===== src/rtl/ps2_key_controller.sv =====
// PS/2 keyboard receiver with arrow/WASD-style key decoding and a cursor
// position tracker. Frames are received on falling PS2Clock edges, decoded
// into held-key flags (Up/Down/Left/Right), and the cursor moves by STEP on
// each Tick, saturating at 0 and X_MAX/Y_MAX.
// Optional feature: define PS2_TIMEOUT_EN to abort frames that stall for
// TIMEOUT_CYCLES system clocks; otherwise the receiver waits indefinitely.
module ps2_key_controller #(
    parameter int unsigned TIMEOUT_CYCLES = 5000,
    parameter int unsigned STEP           = 1,
    parameter int unsigned X_MAX          = 639,
    parameter int unsigned Y_MAX          = 479
) (
    input  logic       Clock,
    input  logic       Reset,
    input  logic       PS2Clock,
    input  logic       PS2Data,
    input  logic       Tick,
    output logic       Up,
    output logic       Down,
    output logic       Left,
    output logic       Right,
    output logic [7:0] ScanCode,
    output logic       CodeValid,
    output logic       FrameError,
    output logic [9:0] PosX,
    output logic [9:0] PosY
);

    localparam logic [1:0] StIdle   = 2'd0;
    localparam logic [1:0] StData   = 2'd1;
    localparam logic [1:0] StParity = 2'd2;
    localparam logic [1:0] StStop   = 2'd3;

    localparam logic [9:0] StepW = 10'(STEP);
    localparam logic [9:0] XMaxW = 10'(X_MAX);
    localparam logic [9:0] YMaxW = 10'(Y_MAX);
    localparam logic [9:0] XInit = 10'(X_MAX / 2);
    localparam logic [9:0] YInit = 10'(Y_MAX / 2);

    // Synchronizers plus one extra stage on the clock for edge detection
    logic ps2c_s1_q, ps2c_s2_q, ps2c_prev_q;
    logic ps2d_s1_q, ps2d_s2_q;
    logic ps2_edge;

    logic [1:0] state_q, state_d;
    logic [2:0] bit_cnt_q, bit_cnt_d;
    logic [7:0] shift_q, shift_d;
    logic       parity_ok_q, parity_ok_d;
    logic       good_byte, bad_frame;

    logic       brk_q, ext_q;
    logic [3:0] keys_q;   // {Right, Left, Down, Up}
    logic [3:0] map_sel;
    logic [7:0] scan_code_q;
    logic       code_valid_q, frame_error_q;
    logic [9:0] posx_q, posy_q;
    logic [9:0] x_dec, x_inc, y_dec, y_inc;

    // Two-flop synchronizers; idle PS/2 lines are high, so reset to 1
    always_ff @(posedge Clock) begin
        if (Reset) begin
            ps2c_s1_q   <= 1'b1;
            ps2c_s2_q   <= 1'b1;
            ps2c_prev_q <= 1'b1;
            ps2d_s1_q   <= 1'b1;
            ps2d_s2_q   <= 1'b1;
        end else begin
            ps2c_s1_q   <= PS2Clock;
            ps2c_s2_q   <= ps2c_s1_q;
            ps2c_prev_q <= ps2c_s2_q;
            ps2d_s1_q   <= PS2Data;
            ps2d_s2_q   <= ps2d_s1_q;
        end
    end

    assign ps2_edge = ps2c_prev_q & ~ps2c_s2_q;

`ifdef PS2_TIMEOUT_EN
    localparam int unsigned ToW = $clog2(TIMEOUT_CYCLES + 1);
    localparam logic [ToW-1:0] ToLast = ToW'(TIMEOUT_CYCLES - 1);

    logic [ToW-1:0] to_cnt_q;
    logic           timeout_hit;

    // The TIMEOUT_CYCLES-th consecutive edge-free cycle of a frame aborts it
    assign timeout_hit = (state_q != StIdle) && !ps2_edge && (to_cnt_q == ToLast);

    // Stall counter: cleared on each PS/2 edge, in IDLE, and on abort
    always_ff @(posedge Clock) begin
        if (Reset || ps2_edge || state_q == StIdle || timeout_hit) begin
            to_cnt_q <= '0;
        end else begin
            to_cnt_q <= to_cnt_q + 1'b1;
        end
    end
`else
    localparam int unsigned unused_timeout = TIMEOUT_CYCLES;
    logic timeout_hit;
    assign timeout_hit = 1'b0;
`endif

    // Frame FSM next state; advances only on PS/2 falling edges
    always_comb begin
        state_d     = state_q;
        bit_cnt_d   = bit_cnt_q;
        shift_d     = shift_q;
        parity_ok_d = parity_ok_q;
        good_byte   = 1'b0;
        bad_frame   = 1'b0;
        if (ps2_edge) begin
            case (state_q)
                StIdle: begin
                    if (!ps2d_s2_q) begin
                        state_d   = StData;
                        bit_cnt_d = 3'd0;
                    end
                end
                StData: begin
                    shift_d   = {ps2d_s2_q, shift_q[7:1]};
                    bit_cnt_d = bit_cnt_q + 3'd1;
                    if (bit_cnt_q == 3'd7) state_d = StParity;
                end
                StParity: begin
                    // Odd parity: total ones over data + parity must be odd
                    parity_ok_d = ^{shift_q, ps2d_s2_q};
                    state_d     = StStop;
                end
                default: begin
                    if (ps2d_s2_q && parity_ok_q) good_byte = 1'b1;
                    else                          bad_frame = 1'b1;
                    state_d = StIdle;
                end
            endcase
        end else if (timeout_hit) begin
            state_d   = StIdle;
            bad_frame = 1'b1;
        end
    end

    // Frame FSM state registers
    always_ff @(posedge Clock) begin
        if (Reset) begin
            state_q     <= StIdle;
            bit_cnt_q   <= 3'd0;
            shift_q     <= 8'h00;
            parity_ok_q <= 1'b0;
        end else begin
            state_q     <= state_d;
            bit_cnt_q   <= bit_cnt_d;
            shift_q     <= shift_d;
            parity_ok_q <= parity_ok_d;
        end
    end

    // Key map lookup for the completed byte under the current extended prefix
    always_comb begin
        map_sel = 4'b0000;
        if (ext_q) begin
            case (shift_q)
                8'h75:   map_sel = 4'b0001;
                8'h72:   map_sel = 4'b0010;
                8'h6B:   map_sel = 4'b0100;
                8'h74:   map_sel = 4'b1000;
                default: map_sel = 4'b0000;
            endcase
        end else begin
            case (shift_q)
                8'h1D:   map_sel = 4'b0001;
                8'h1B:   map_sel = 4'b0010;
                8'h1C:   map_sel = 4'b0100;
                8'h23:   map_sel = 4'b1000;
                default: map_sel = 4'b0000;
            endcase
        end
    end

    // Byte decoder: output pulses, prefix tracking and held-key flags
    always_ff @(posedge Clock) begin
        if (Reset) begin
            code_valid_q  <= 1'b0;
            frame_error_q <= 1'b0;
            scan_code_q   <= 8'h00;
            brk_q         <= 1'b0;
            ext_q         <= 1'b0;
            keys_q        <= 4'b0000;
        end else begin
            code_valid_q  <= good_byte;
            frame_error_q <= bad_frame;
            if (good_byte) begin
                scan_code_q <= shift_q;
                if (shift_q == 8'hF0) begin
                    brk_q <= 1'b1;
                end else if (shift_q == 8'hE0) begin
                    ext_q <= 1'b1;
                end else begin
                    keys_q <= (keys_q & ~map_sel) | (brk_q ? 4'b0000 : map_sel);
                    brk_q  <= 1'b0;
                    ext_q  <= 1'b0;
                end
            end else if (bad_frame) begin
                brk_q <= 1'b0;
                ext_q <= 1'b0;
            end
        end
    end

    assign x_dec = (posx_q < StepW) ? 10'd0 : posx_q - StepW;
    assign x_inc = (posx_q > XMaxW - StepW) ? XMaxW : posx_q + StepW;
    assign y_dec = (posy_q < StepW) ? 10'd0 : posy_q - StepW;
    assign y_inc = (posy_q > YMaxW - StepW) ? YMaxW : posy_q + StepW;

    // Cursor movement on Tick, using key flags as they were before this edge
    always_ff @(posedge Clock) begin
        if (Reset) begin
            posx_q <= XInit;
            posy_q <= YInit;
        end else if (Tick) begin
            if (keys_q[0] ^ keys_q[1]) posy_q <= keys_q[0] ? y_dec : y_inc;
            if (keys_q[2] ^ keys_q[3]) posx_q <= keys_q[2] ? x_dec : x_inc;
        end
    end

    assign Up         = keys_q[0];
    assign Down       = keys_q[1];
    assign Left       = keys_q[2];
    assign Right      = keys_q[3];
    assign ScanCode   = scan_code_q;
    assign CodeValid  = code_valid_q;
    assign FrameError = frame_error_q;
    assign PosX       = posx_q;
    assign PosY       = posy_q;

endmodule

===== config.mk =====
export PLATFORM = sky130hd
export DESIGN_NAME = ps2_key_controller
export DESIGN_NICKNAME = d
export VERILOG_FILES = /design/src/rtl/ps2_key_controller.sv
export SDC_FILE = /design/constraint.sdc
export NUM_CORES = 1
export LEC_CHECK = 0
export BUFFER_PORTS_ARGS = -buffer_cell sky130_fd_sc_hd__buf_4
export CAP_MARGIN = 20
export CORE_ASPECT_RATIO = 0.5
export CORE_MARGIN = 1
export CORE_UTILIZATION = 50
export DETAILED_ROUTE_END_ITERATION = 6
export PLACE_DENSITY = 0.7
export SLEW_MARGIN = 10
export SYNTH_ARGS = -nofsm -noshare
export SYNTH_HDL_FRONTEND = slang
export SYNTH_SLANG_ARGS = --single-unit

===== constraint.sdc =====
create_clock -name Clock -period 5.5 [get_ports Clock]
set_clock_uncertainty 0.1 [all_clocks]
set_input_delay 0.275 -clock Clock [delete_from_list [all_inputs] [get_ports Clock]]
set_output_delay 0.275 -clock Clock [all_outputs]
set_load 0.05 [all_outputs]

==> reports/results.ini <==
[yosys]
yosysWarnings = 0
synth_cell_types = 63
synth_top_area_cell = dfxtp_1
yosysTopAreaCellShare_pct = 33.2
netlist_area_um2 = 3310
syn-num-nets = 425
seq_area_frac_synth_pct = 33.2
syn_area_per_cell_um2 = 8.12
ys_ff_latch = 55
synth-edff-count = 0
synthTopCellsByArea = dfxtp_1, mux2i_1, ha_1
synthArstFlopShare_pct = 0
syn_inst = 408
synth_flop_cell = dfxtp_1

[layout]
syn2layout_area_growth_pct = 12.9
insertedDiodeCount = 0
multi_input_area_um2 = 2040
final_cell_count_no_fill = 511
nNetsFinal = 439
drive_gt1_share_pct = 13.7
nFillCells = 563
postLayoutCoreUtil_pct = 60.0
ff_latch_area_um2 = 1100

[detailed_routing]
drc = 0
ant_nets = 0
drtPass1Iterations = 5
wl_per_cell_um = 15.4
num_vias = 3135
drtIter0Drc = 299
viasPerCell = 6.14
routed_wl_mm = 7.86

[clocking]
cts_max_level = 2
numCtsBuffers = 5
clock_latency_ns = 0.30
cts_max_path_buffers = 2
path_clk_slew_ns = 0.08
post-cts-setup-buffers = 0
cts_resized = 0
cts.sink_count = 55
ctsRootBufferMaster = clkbuf_16
cts_tree = done
ctsHoldBuffers = 0

[global_route]
grt_pass1_wl_mm = 13.7
grt-ovfl-total = 0
grt_max_degree = 59
grt_use_total_pct = 25.1
grt_pass1_vias = 2892
antenna_found_initial = 0

[critical_path]
startpoint = PosY[1]
critPathKind = reg2reg
start_kind = register
endpoint_kind = register
crit_required_ns = 5.58
crit_fanout = 9
crit_arrival_ns = 2.55
worstReg2RegStart = PosY[1]

[flow_run]
cap_violations = 0

[power_and_ir_drop]
vdd_ir_drop_max_uv = 106
power_density_nw_per_um2 = 199
p_leak_nw = 1.46

[timing]
fin_crit_sh_pct = 44.9
finalSetupViolCount = 0
drv_slew = 0
tightest_slew_ns = 0.703
hold_viol = 0
fmax_mhz = 405
tns_ns = 0
slew-limit-headroom_pct = 52.9
min_period_ns = 2.47
grt_setup_unrepaired = no

[hold_path]
holdCritPathClass = in2reg
hp-start = PS2Data

[placement]
portBuffers = 38
dp_hpwl_mm = 5.53
gp_congestion = 0.933
dp.cells = 503

[floorplanning]
core-area_um2 = 6230
dieArea_um2 = 6980
placementRows = 20
die_y_um = 59.6
die_x_um = 117
ios = 39
start_util_pct = 53.2

[run_status]
status = completed

routing by layer:
metal	share of wire, %	wire length, um	global-route usage [%]	vias to the layer above
li1	-	-	-	1526
met1	46	3630	33.4	1482
met2	46	3610	40.7	113
met3	6.3	498	5.21	14
met4	1.5	114	8.50	0
met5	0	0	0	-
power by group:
group / internal, mW / switching (mW)
Combinational: 0.00445 / 0.00929
Sequential: 0.399 / 0.00110
Clock: 0.173 / 0.157
stage by stage:
| stage | setup slack [ns] | total power, mW | hold WS (ns) | cell area (um2) |
|---|---|---|---|---|
| 2_1_floorplan | 2.95 | 0.419 | 0.279 | 3310 |
| 3_3_place_gp | 3.11 | 0.423 | 0.291 | 3590 |
| 3_5_place_dp | 3.07 | 0.424 | 0.297 | 3590 |
| 4_1_cts | 3.05 | 0.751 | 0.0523 | 3740 |
| 5_1_grt | 2.80 | 0.773 | 0.0427 | 3740 |
| 6_report | 3.03 | 0.744 | 0.0568 | 3740 |
cell usage in the layout (no fill, tap or decap), types with 9 or more instances in the layout:
cell	synthesis	final
ha_1	12	12
nor3_1	15	15
or3_1	9	9
buf_4	1	38
nor2_1	32	32
nand3_1	14	14
a21oi_1	28	28
nand2_1	35	35
o21ai_0	23	23
inv_1	14	14
mux2i_1	16	16
dfxtp_1	55	55
worst paths after layout:
kind,to,slack [ns],cells after the start
setup / recovery,PosY[5],3.03,7
hold / removal,ps2d_s1_q,0.06,2
setup reg to reg,PosY[5],3.03,7
hold reg to reg,ps2d_s2_q,0.31,1
final cells by class:
cell class	instances	share of cell area [%]
multi-input combinational	308	54.5
sequential	55	29.4
timing repair buffer	38	7.63
clock buffer	5	3.34
tap	88	2.94
inverter	14	1.40
clock inverter	3	0.736
Yosys cell counts (2+ instances only):
cell / count
a211oi_1: 7
nand3_1: 14
or3b_1: 2
a221o_1: 2
dfxtp_1: 55
a2111o_1: 4
mux2i_1: 16
xnor2_1: 6
o21ai_0: 23
clkbuf_1: 28
o311ai_0: 2
a21oi_1: 28
nand2_1: 35
or3_1: 9
a31oi_1: 3
a211o_1: 3
nand2b_1: 3
nand3b_1: 5
nor3_1: 15
inv_1: 14
nand4_1: 4
nor2_1: 32
or2_2: 6
a21o_1: 2
o22ai_1: 2
a32oi_1: 4
o211ai_1: 2
and4b_1: 2
nor3b_1: 2
a41o_1: 2
mux2_2: 2
and3_1: 3
xor2_1: 6
nor4_1: 5
nor4b_1: 6
ha_1: 12
and2_1: 4
or4_1: 3
a311oi_1: 3
and4_1: 3
nor2b_1: 7
sequential cells by signal (all words and copies together) (netlist names), named ones only:
register	cells
PosX	10
PosY	10
ScanCode	8
shift_q	8
bit_cnt_q	3
state_q	2
CodeValid	1
FrameError	1
brk_q	1
ext_q	1
parity_ok_q	1
ps2c_prev_q	1
ps2c_s1_q	1
ps2c_s2_q	1
ps2d_s1_q	1
ps2d_s2_q	1
worst max-delay path, cell delays in order, from the launching register on:
cell      delay [ns]
dfxtp_1         0.41
inv_1           0.14
ha_1            0.21
or3b_1          0.41
nor3_2          0.36
nand2b_1        0.18
o21ai_0         0.10
a2111o_1        0.44
cell families (layout without fill, tap and decap cells):
logic type      Yosys count  count (layout)  share of synthesized area [%]
simple gates            165             165                           27.0
compound gates          100             100                           20.6
flops                    55              55                           33.2
buf+inv                  45              60                           5.25
mux                      18              18                           5.51
xor+xnor                 13              13                           3.85
fa+ha+maj                12              12                           4.53
No activity file was read; power rests on OpenSTA's default activity.
